**config.mk**
```make
export PLATFORM = sky130hd
export DESIGN_NAME = present_enc_ctrl
export DESIGN_NICKNAME = d
export VERILOG_FILES = /design/src/rtl/present_enc_ctrl.sv
export SDC_FILE = /design/constraint.sdc
export NUM_CORES = 1
export LEC_CHECK = 0
export BUFFER_PORTS_ARGS = -buffer_cell sky130_fd_sc_hd__buf_2
export CAP_MARGIN = 0
export CORE_MARGIN = 10
export CORE_UTILIZATION = 52
export CTS_CLUSTER_DIAMETER = 60
export CTS_CLUSTER_SIZE = 16
export DETAILED_ROUTE_END_ITERATION = 7
export PLACE_DENSITY = 0.93
export SETUP_SLACK_MARGIN = 0.4
export SLEW_MARGIN = 20
export SYNTH_ARGS = -nofsm -noshare
export SYNTH_HDL_FRONTEND = slang
export SYNTH_SLANG_ARGS = --single-unit
```
**constraint.sdc**
```tcl
create_clock -name clk_i -period 3.8 [get_ports clk_i]
set_clock_uncertainty 0.05 [all_clocks]
set_input_delay 0.76 -clock clk_i [delete_from_list [all_inputs] [get_ports clk_i]]
set_output_delay 0.76 -clock clk_i [all_outputs]
set_load 0.02 [all_outputs]
```
**src/rtl/present_enc_ctrl.sv**
```systemverilog
// Sequencing controller for an external iterative PRESENT-80 encryptor core.
// Accepts one key/plaintext request at a time and presents the ciphertext on a valid/ready output.
module present_enc_ctrl #(
   parameter int NUM_ROUNDS = 31
) (
   input  logic        clk_i,
   input  logic        rst_ni,
   input  logic        in_valid_i,
   output logic        in_ready_o,
   input  logic [79:0] in_key_i,
   input  logic [63:0] in_pt_i,
   output logic        out_valid_o,
   input  logic        out_ready_i,
   output logic [63:0] out_ct_o,
   output logic [79:0] core_din_o,
   output logic        core_key_load_o,
   output logic        core_data_load_o,
   input  logic [63:0] core_dout_i,
   output logic        busy_o
);

   typedef enum logic [2:0] {IDLE, LOAD_KEY, LOAD_DATA, RUN, CAPTURE} state_t;

   localparam logic [4:0] LAST_CNT = 5'(NUM_ROUNDS - 1);

   state_t      state_q, state_d;
   logic [4:0]  cnt_q, cnt_d;
   logic [79:0] key_q, key_d;
   logic [63:0] pt_q, pt_d;
   logic        out_valid_q, out_valid_d;
   logic [63:0] out_ct_q, out_ct_d;
   logic        in_ready;
   logic        key_load;
   logic        data_load;
   logic [79:0] din;

   always_ff @(posedge clk_i) begin
      if (!rst_ni) begin
         state_q     <= IDLE;
         cnt_q       <= 5'd0;
         key_q       <= 80'h0;
         pt_q        <= 64'h0;
         out_valid_q <= 1'b0;
         out_ct_q    <= 64'h0;
      end else begin
         state_q     <= state_d;
         cnt_q       <= cnt_d;
         key_q       <= key_d;
         pt_q        <= pt_d;
         out_valid_q <= out_valid_d;
         out_ct_q    <= out_ct_d;
      end
   end

   always_comb begin
      state_d     = state_q;
      cnt_d       = cnt_q;
      key_d       = key_q;
      pt_d        = pt_q;
      out_valid_d = out_valid_q;
      out_ct_d    = out_ct_q;
      key_load    = 1'b0;
      data_load   = 1'b0;
      din         = 80'h0;
      in_ready    = (state_q == IDLE) && (!out_valid_q || out_ready_i);

      if (out_valid_q && out_ready_i) begin
         out_valid_d = 1'b0;
      end

      case (state_q)
         IDLE: begin
            if (in_valid_i && in_ready) begin
               key_d   = in_key_i;
               pt_d    = in_pt_i;
               state_d = LOAD_KEY;
            end
         end
         // The core clobbers its key register while running, so every request reloads it.
         LOAD_KEY: begin
            key_load = 1'b1;
            din      = key_q;
            state_d  = LOAD_DATA;
         end
         LOAD_DATA: begin
            data_load = 1'b1;
            din       = {16'h0, pt_q};
            cnt_d     = 5'd0;
            state_d   = RUN;
         end
         RUN: begin
            cnt_d = cnt_q + 5'd1;
            if (cnt_q == LAST_CNT) begin
               state_d = CAPTURE;
            end
         end
         CAPTURE: begin
            out_ct_d    = core_dout_i;
            out_valid_d = 1'b1;
            state_d     = IDLE;
         end
         default: begin
            state_d = IDLE;
         end
      endcase
   end

   // Core-facing strobes are forced quiet while reset is held, whatever the old state was.
   assign core_key_load_o  = key_load && rst_ni;
   assign core_data_load_o = data_load && rst_ni;
   assign core_din_o       = din & {80{rst_ni}};
   assign busy_o           = rst_ni && (state_q != IDLE);
   assign in_ready_o       = in_ready || !rst_ni;
   assign out_valid_o      = out_valid_q;
   assign out_ct_o         = out_ct_q;

endmodule
```
==> results of run 1 <==
-- flip-flops by register name (all words and copies together) (netlist names) --
register	cells
out_ct_o	64
cnt_q	5
key_q	80
pt_q	64
out_valid_o	1
state_q	3
-- critical path: stages, from the launching register on --
cell     delay [ps]
dfxtp_1         560
nand2_1         110
nor3_2          150
buf_4           500
a22o_1          240
buf_2           170
-- logic make-up (layout without fill, tap and decap cells) --
kind of cell	Yosys count	after routing	synth area share
buf+inv	90	393	0.0504
compound gates	136	136	0.102
other cells	0	4	0
mux	145	145	0.160
fa+ha+maj	2	2	0.00276
flops	217	217	0.479
simple gates	467	467	0.205
-- cells in the final DEF, fill, tap and decap left out, drive strengths merged, types with 3 or more instances in the layout --
cell    netlist  layout
mux2i       145     145
nor2          3       3
a22o         64      64
nor3          3       3
and2         17      17
diode         0       4
nand3         6       6
dfxtp       217     217
clkbuf       46      20
nand2       424     424
buf          42     370
a21oi        67      67
nand2b        3       3
-- worst min path at each step --
stage / end / slack, ps / start
finish: out_ct_o[5] / 400 / out_ct_o[5]
global route: out_ct_o[17] / 420 / out_ct_o[17]
CTS: out_ct_o[9] / 400 / out_ct_o[9]
detailed placement: out_ct_o[9] / 390 / out_ct_o[9]
global placement: key_q[64] / 390 / key_q[64]
floorplan: key_q[64] / 380 / key_q[64]
-- layout make-up --
cell class	instances	area, um^2	share of cell area
Antenna cell	4	10.0	0.000882
Clock buffer	19	443	0.0390
Clock inverter	1	30.0	0.00265
Inverter	2	7.51	0.000662
Multi-Input combinational cell	750	4290	0.378
Sequential cell	217	4340	0.383
Tap cell	225	282	0.0248
Timing Repair Buffer	371	1940	0.171
-- per-stage QoR --
step / std cells / setup slack (ps) / area (um^2) / util
after floorplan: 1057 / 1050 / 9070 / -
after global placement: 1565 / 900 / 10900 / 0.632
after detailed placement: 1565 / 778 / 10900 / 0.632
after CTS: 1585 / 711 / 11300 / 0.660
after global routing: 1586 / 608 / 11300 / 0.660
final: 1589 / 730 / 11300 / 0.661
-- where the power goes --
group	switching, mW	internal, mW
Combinational	0.351	0.286
Sequential	0.0975	2.41
Clock	0.766	0.890
-- metal layers --
metal | vias to the layer above | wire length [um] | part of all wire
met3 | 74 | 2650 | 0.093
li1 | 4081 | - | -
met1 | 3840 | 10900 | 0.38
met2 | 402 | 13900 | 0.49
met4 | 4 | 1080 | 0.038
met5 | - | 29 | 0.0010
==> flow_metrics.tcl, run 1 <==
set metrics [dict create \
    r2r-end "key_q[41]" \
    tritoncts "done" \
    antenna_found_initial 6 \
    drcViolationCount 0 \
    die_w_um 152 \
    outcome "complete, no violations" \
    drt_iter0_markers 506 \
    die_h_um 152 \
    synth_edf_count 0 \
    grt_pass1_vias 8367 \
    r2r-start "state_q[0]" \
    netlist_instances 1057 \
    fmax_mhz 326 \
    cp.arrival_ps 2260 \
    holdCritPathClass "flop to flop" \
    async_flop_share 0 \
    ant_nets 0 \
    cts_sinks 217 \
    worst_setup_path_end_kind "primary output" \
    power.density_nw_per_um2 423 \
    avgSynthCellArea_um2 8.58 \
    cts_hold_buf 0 \
    numPortBuffers 360 \
    slew_headroom 0.294 \
    syn2layout_area_growth_pct 25.1 \
    cts.clk_slew.worst_paths_ps 70 \
    ctsResizeCount 0 \
    crit_required_ps 2990 \
    grtUsageTotal 0.231 \
    viasPerCell 5.29 \
    finalHoldViolCount 0 \
    use_met2 0.392 \
    finalPower_mw 4.80 \
    wire_per_inst_um 18.0 \
    wirelength_um 28600 \
    die-area_um2 23100 \
    place.gp.congestion 0.891 \
    busiest_layer "met2" \
    netlist_area_um2 9070 \
    crit_start "state_q[1]" \
    drv_slew 0 \
    cts_buffers 17 \
    critPathLaunchType "flop" \
    io_pins 361 \
    synth_cell_type_count 29 \
    min_period_over_period 0.808 \
    tns_ps 0 \
    met1_usage 0.262 \
    ir_worst_vdd_uv 299 \
    rsz0062_at_grt "no" \
    yosys_warnings 0 \
    grtUsageMet3 0.0745 \
    overflow 0 \
    firstDrtPassIters 7 \
    yosysMostFrequentCell "nand2_1" \
    core-area_um2 17200 \
    whs_path_depth 2 \
    ys_ff_latch 217 \
    holdWs_ps 400 \
    final_nets 1573 \
    fin_crit_ps 3070 \
    rrSetupSlack_ps 1510 \
    insertion_delay_ps 460 \
    tightest_slew_ps 1060 \
    fill_cells 1335 \
    post_cts_buffers 0 \
    worstSetupPathType "flop to primary output" \
    critPathMaxFanout 50 \
    grt_max_degree 266 \
    hpwl_um 21100 \
    synth_top_area_frac 0.479 \
    synth_area_leaders "dfxtp_1 (48%), nand2_1 (18%), mux2i_1 (16%)" \
    ctsRootBufferMaster "clkbuf_16" \
    rows 48 \
    yosysSeqAreaShare 0.479 \
    endpoint "core_din_o[38]" \
    grt_pass1_wl_um 44600 \
    htree_levels 1 \
    synth_top_cell_by_area "dfxtp_1" \
    p_leak_nw 5.29 \
    routed-via-count 8401 \
    start_util 0.528 \
    clock_path_buffers 3 \
    synthFlopType "dfxtp_1" \
    setup_viol 0 \
    ys_top_cells_by_count "nand2_1 (424), dfxtp_1 (217), mux2i_1 (145)" \
    synthesis.nets 1271 \
    drv_cap 0 \
    r2r_cells 4 \
    drive_gt1_frac 0.293 \
]
(Power assumes the default switching activity.)
==> inputs of run 2 (changes only) <==
--- a/config.mk
+++ b/config.mk
@@ -5,14 +5,15 @@
 export SDC_FILE = /design/constraint.sdc
 export NUM_CORES = 1
 export LEC_CHECK = 0
+export ABC_AREA = 1
 export BUFFER_PORTS_ARGS = -buffer_cell sky130_fd_sc_hd__buf_2
 export CAP_MARGIN = 0
 export CORE_MARGIN = 10
-export CORE_UTILIZATION = 52
+export CORE_UTILIZATION = 44
 export CTS_CLUSTER_DIAMETER = 60
 export CTS_CLUSTER_SIZE = 16
 export DETAILED_ROUTE_END_ITERATION = 7
-export PLACE_DENSITY = 0.93
+export PLACE_DENSITY = 0.84
 export SETUP_SLACK_MARGIN = 0.4
 export SLEW_MARGIN = 20
 export SYNTH_ARGS = -nofsm -noshare
==> constraint.sdc (replaced) <==
create_clock -name clk_i -period 2.5 [get_ports clk_i]
set_clock_uncertainty 0.05 [all_clocks]
set_input_delay 0.5 -clock clk_i [delete_from_list [all_inputs] [get_ports clk_i]]
set_output_delay 0.5 -clock clk_i [all_outputs]
set_load 0.02 [all_outputs]
==> run 2 against run 1 <==
Design area grew 9.8%; area after synthesis rose by 0.21%; sequential power rose by 56%; sequential share of layout area fell by 3.4 points; combinational power rose to 3.3 times the previous value.
==> flow_metrics.tcl, run 2 <==
set metrics [dict create \
    place.gp.congestion 0.882 \
    die_h_um 164 \
    p_seq_frac 0.444 \
    io_pins 361 \
    ir_worst_vdd_uv 530 \
    largest_register "key_q" \
    synth_area_leaders "dfxtp_1 (48%), nor2_1 (18%), nand2_1 (13%)" \
    crit_required_ps 1950 \
    die_w_um 164 \
    firstDrtPassIters 7 \
    p_int_mw 6.06 \
    final_common_cell "nor2_1" \
    avgSynthCellArea_um2 6.66 \
    power.density_nw_per_um2 709 \
    drive_gt1_frac 0.274 \
    fmax_mhz 430 \
    grtUsageTotal 0.209 \
    pwr-share-clk 0.317 \
    synth_edf_count 0 \
    final_util 0.614 \
    fin_area_um2 12500 \
    hpwl_um 20700 \
    tightest_slew_ps 786 \
    synthesis.nets 1579 \
    regArea_um2 4350 \
    holdWs_ps 171 \
    worstSetupPathType "flop to primary output" \
    pwr-share-comb 0.239 \
    synth_cell_type_count 22 \
    p_leak_nw 6.47 \
    viasPerCell 4.86 \
    setup_viol 0 \
    tns_ps 0 \
    endpoint "core_din_o[51]" \
    fin_crit_ps 2330 \
    mostFrequentLayoutCells "nor2_1 (434), nand2_1 (306), buf_2 (275), dfxtp_1 (214), inv_1 (159)" \
    r2r_cells 6 \
    htree_levels 1 \
    overflow 0 \
    worst_slack_ps 174 \
    yosysSeqAreaShare 0.478 \
    antenna_found_initial 2 \
    pre_cts_ws_ps 236 \
    yosysMostFrequentCell "nor2_1" \
    cp.arrival_ps 1780 \
    critPathSlowestCell "dfxtp_2" \
    clock_path_buffers 3 \
    worst_setup_path_end_kind "primary output" \
    grt_pass1_vias 9131 \
    yosys_warnings 0 \
    stdcell_count 1974 \
    tritoncts "done" \
    netlist_instances 1365 \
    place_inst 1929 \
    grt_pass1_wl_um 46200 \
    r2r-start "state_q[0]" \
    synth_top_cell_by_area "dfxtp_1" \
    cts_sinks 217 \
    fill_cells 1760 \
    insertion_delay_ps 490 \
    rsz0062_at_grt "yes" \
    wire_per_inst_um 15.7 \
    min_period_over_period 0.930 \
    routed-via-count 9587 \
    p_switching_mw 2.77 \
    ys_ff_latch 217 \
    core-area_um2 20300 \
    rrSetupSlack_ps 600 \
    place_area_um2 11000 \
    rows 52 \
    drv_slew 0 \
    synthFlopType "dfxtp_1" \
    outcome "complete, no violations" \
    critPathLaunchType "flop" \
    cts.clk_slew.worst_paths_ps 70 \
    async_flop_share 0 \
    die-area_um2 26800 \
    numPortBuffers 360 \
    drcViolationCount 0 \
    cts_buffers 19 \
    ys_top_cells_by_count "nor2_1 (442), nand2_1 (307), dfxtp_1 (217)" \
    holdCritPathClass "input pin to flop" \
    grt_max_degree 106 \
    slew_headroom 0.476 \
    netlist_area_um2 9090 \
    finalHoldViolCount 0 \
    p_sw_frac 0.314 \
    cts_hold_buf 0 \
    drt_iter0_markers 767 \
    final_nets 1909 \
    start_util 0.448 \
    crit_start "state_q[0]" \
    critPathMaxFanout 56 \
    cpPeakStageDelay_ps 350 \
    synth_top_area_frac 0.478 \
    ctsRootBufferMaster "clkbuf_16" \
    ant_nets 0 \
    cp_cell_sequence "inv_4 -> nor2_4 -> nand3_4 -> buf_12 -> o22ai_1 -> buf_4" \
    syn2layout_area_growth_pct 37.1 \
    drv_cap 0 \
    r2r-end "out_ct_o[31]" \
    wirelength_um 31000 \
    largest_reg_flops 80 \
    multi_input_comb_area_um2 4000 \
    finalPower_mw 8.83 \
]
==> run 2: cell count changes after synthesis, moves of 4 or more <==
cell / change
o21ai_0: +58
a22o_1: -64
inv_1: +162
buf_4: -7
nor2_1: +439
o22ai_1: +63
buf_6: +6
buf_1: +4
clkbuf_1: -5
mux2i_1: -145
nand2_1: -117
a21oi_1: -62
and2_1: -17
o21ai_1: +9
==> run 2: power groups by stage <==
stage               clock network (mW)  registers [mW]  logic, mW
floorplan                            0            4.00       1.26
global placement                     0            3.98       1.75
global route                      3.01            3.95       2.37
detailed placement                   0            3.99       1.79
CTS                               2.86            3.92       2.01
finish                            2.80            3.92       2.11
==> run 2: kinds of logic after synthesis <==
kind of cell,Yosys count,share of synthesized area
AND/OR/NAND/NOR,760,0.317
buffers and inverters,247,0.117
flip-flops,217,0.478
AO/OA/AOI/OAI,139,0.0858
adder cells (fa/ha/maj),2,0.00275
==> run 2: area by class of cell <==
class                      count  share of cell area
clock buffer                  21              0.0404
sequential                   217               0.349
multi-input combinational    901               0.321
tap                          270              0.0271
inverter                     164              0.0504
timing repair buffer         392               0.207
clock inverter                 8             0.00472
antenna                        1            0.000201
==> run 2: per-layer routing <==
metal  global-route usage  part of all wire  vias up
met4                0.102             0.047        4
met2                0.354              0.49      454
li1                     -                 -     4754
met3               0.0563             0.088      109
met1                0.239              0.38     4266
met5                    0           0.00074        -
==> run 2: critical path: cells and delay by family (launching register included) <==
kind | cells | cell delay (ps)
simple gates | 2 | 230
buf+inv | 3 | 450
compound gates | 1 | 230
flops | 1 | 350
==> run 2: worst min path at each step <==
stage | from | endpoint | slack [ps] | cells after the start
finish | in_pt_i[59] | pt_q[59] | 170 | 3
global route | in_key_i[76] | key_q[76] | 160 | 3
CTS | in_pt_i[59] | pt_q[59] | 150 | 3
detailed placement | out_ct_o[37] | out_ct_o[37] | 420 | 2
global placement | out_ct_o[22] | out_ct_o[22] | 410 | 2
floorplan | cnt_q[4] | cnt_q[4] | 440 | 2
==> run 2: timing repair <==
action	CTS	global route
endpoints found under the setup margin	83	84
cloned	5	3
gates resized for setup	130	52
pin swaps	1	1
buffers inserted	7	0
==> inputs of run 3 (changes only) <==
--- a/config.mk
+++ b/config.mk
@@ -8,6 +8,7 @@
 export ABC_AREA = 1
 export BUFFER_PORTS_ARGS = -buffer_cell sky130_fd_sc_hd__buf_2
 export CAP_MARGIN = 0
+export CORE_ASPECT_RATIO = 0.7
 export CORE_MARGIN = 10
 export CORE_UTILIZATION = 44
 export CTS_CLUSTER_DIAMETER = 60
==> run 3 against run 2 <==
Non-clock buffer count grew 7; critical path depth is 1 higher; worst hold slack gained 25 ps; flip-flop and latch count stayed put; final cell count shrank 0.15%; combinational power is 9.5% higher; clock power shrank 15%; setup slack worse by 17 ps; maximum frequency decreased by 0.71%; sequential power about the same.
==> flow_metrics.tcl, run 3 (synthesized netlist as in run 2, its figures left out) <==
set metrics [dict create \
    outcome "complete, no violations" \
    viasPerCell 4.88 \
    final_util 0.643 \
    r2r_cells 7 \
    stdcell_count 1971 \
    pwr-share-comb 0.268 \
    grt_pass1_vias 8957 \
    cts_sinks 217 \
    tns_ps 0 \
    drt_iter0_markers 725 \
    grtUsageTotal 0.208 \
    io_pins 361 \
    cts_buffers 17 \
    grt_pass1_wl_um 46400 \
    finalPower_mw 8.63 \
    syn2layout_area_growth_pct 42.0 \
    final_common_cell "nor2_1" \
    ant_nets 0 \
    crit_required_ps 1950 \
    cts.clk_slew.worst_paths_ps 70 \
    fill_cells 1603 \
    drcViolationCount 0 \
    critPathSlowestCell "dfxtp_2" \
    numPortBuffers 360 \
    cpPeakStageDelay_ps 350 \
    slew_headroom 0.561 \
    htree_levels 1 \
    clock_path_buffers 3 \
    start_util 0.453 \
    finalHoldViolCount 0 \
    ir_worst_vdd_uv 542 \
    rows 43 \
    mostFrequentLayoutCells "nor2_1 (436), nand2_1 (306), buf_2 (277), dfxtp_1 (214), inv_1 (159)" \
    p_sw_frac 0.315 \
    final_nets 1914 \
    crit_start "state_q[0]" \
    r2r-end "key_q[77]" \
    critPathMaxFanout 20 \
    holdCritPathClass "input pin to flop" \
    p_seq_frac 0.455 \
    overflow 0 \
    largest_reg_flops 80 \
    worstSetupPathType "flop to primary output" \
    min_period_over_period 0.937 \
    firstDrtPassIters 5 \
    wire_per_inst_um 16.4 \
    cp.arrival_ps 1790 \
    rsz0062_at_grt "yes" \
    pwr-share-clk 0.277 \
    drive_gt1_frac 0.292 \
    hp-start "in_key_i[62]" \
    tightest_slew_ps 659 \
    place.gp.congestion 0.852 \
    hpwl_um 20400 \
    fin_crit_ps 2340 \
    p_leak_nw 6.53 \
    hold_end "key_q[62]" \
    cp_cell_sequence "inv_4 -> nor2_4 -> nand3_4 -> buf_6 -> buf_16 -> o22ai_1 -> buf_4" \
    drv_slew 0 \
    critPathLaunchType "flop" \
    rrSetupSlack_ps 600 \
    die-area_um2 26900 \
    p_switching_mw 2.72 \
    whs_path_depth 3 \
    place_inst 1930 \
    die_h_um 140 \
    die_w_um 192 \
    fmax_mhz 427 \
    worst_setup_path_end_kind "primary output" \
    p_int_mw 5.91 \
    holdWs_ps 196 \
    ctsRootBufferMaster "clkbuf_16" \
    drv_cap 0 \
    largest_register "key_q" \
    r2r-start "state_q[0]" \
    core-area_um2 20100 \
    setup_viol 0 \
    grt_max_degree 66 \
    wirelength_um 32400 \
    power.density_nw_per_um2 669 \
    routed-via-count 9622 \
    antenna_found_initial 3 \
    insertion_delay_ps 470 \
    tritoncts "done" \
]
## run 3: worst max-delay path by stage
stage / depth (start not counted) / slack [ps] / end
after global placement: 5 / 420 / pt_q[54]
after CTS: 7 / 140 / core_din_o[7]
final: 7 / 160 / core_din_o[18]
after global routing: 7 / 80 / core_din_o[18]
after floorplan: 4 / 490 / core_din_o[61]
after detailed placement: 8 / 360 / core_din_o[28]
## run 3: critical path, delay by kind of cell, from the launching register on
family,cells,cell delay [ps]
flip-flops,1,350
AND/OR/NAND/NOR,2,210
buffers and inverters,4,550
AO/OA/AOI/OAI,1,190
## run 3: metrics by stage
stage,setup WS (ps),cell area [um^2]
3_5_place_dp,363,11100
2_1_floorplan,488,9090
4_1_cts,143,12400
5_1_grt,82.7,12900
3_3_place_gp,421,11100
6_report,158,12900
## run 3: what timing repair did
item                       in CTS  in global routing
setup endpoints to repair      82                 84
hold buffers                    0                  0
resized for setup             195                 68
gates cloned                    4                  5
pin swaps                       4                  1
buffers inserted                8                  4
## run 3: routing by layer
metal	wire (um)	GRT usage	vias up
met5	13	0	-
met4	763	0.0472	2
met3	3020	0.0573	60
met2	15900	0.363	395
met1	12700	0.247	4406
li1	-	-	4759
## run 3: layout make-up
class,instances,area (um^2),area share
repair buffers,399,2880,0.223
inverters,164,628,0.0487
clock inverters,1,8.76,0.000679
multi-input cells,901,4260,0.330
diodes,2,5.00,0.000388
clock buffers,17,425,0.0330
flip-flops and latches,217,4350,0.337
well taps,270,338,0.0262
## run 3: power by group through the flow
stage	Combinational [mW]	Sequential [mW]	Clock, mW
floorplan	1.26	4.00	0
global placement	1.76	3.98	0
detailed placement	1.81	4.00	0
CTS	2.10	3.92	2.45
global route	2.55	3.96	2.56
finish	2.31	3.93	2.39
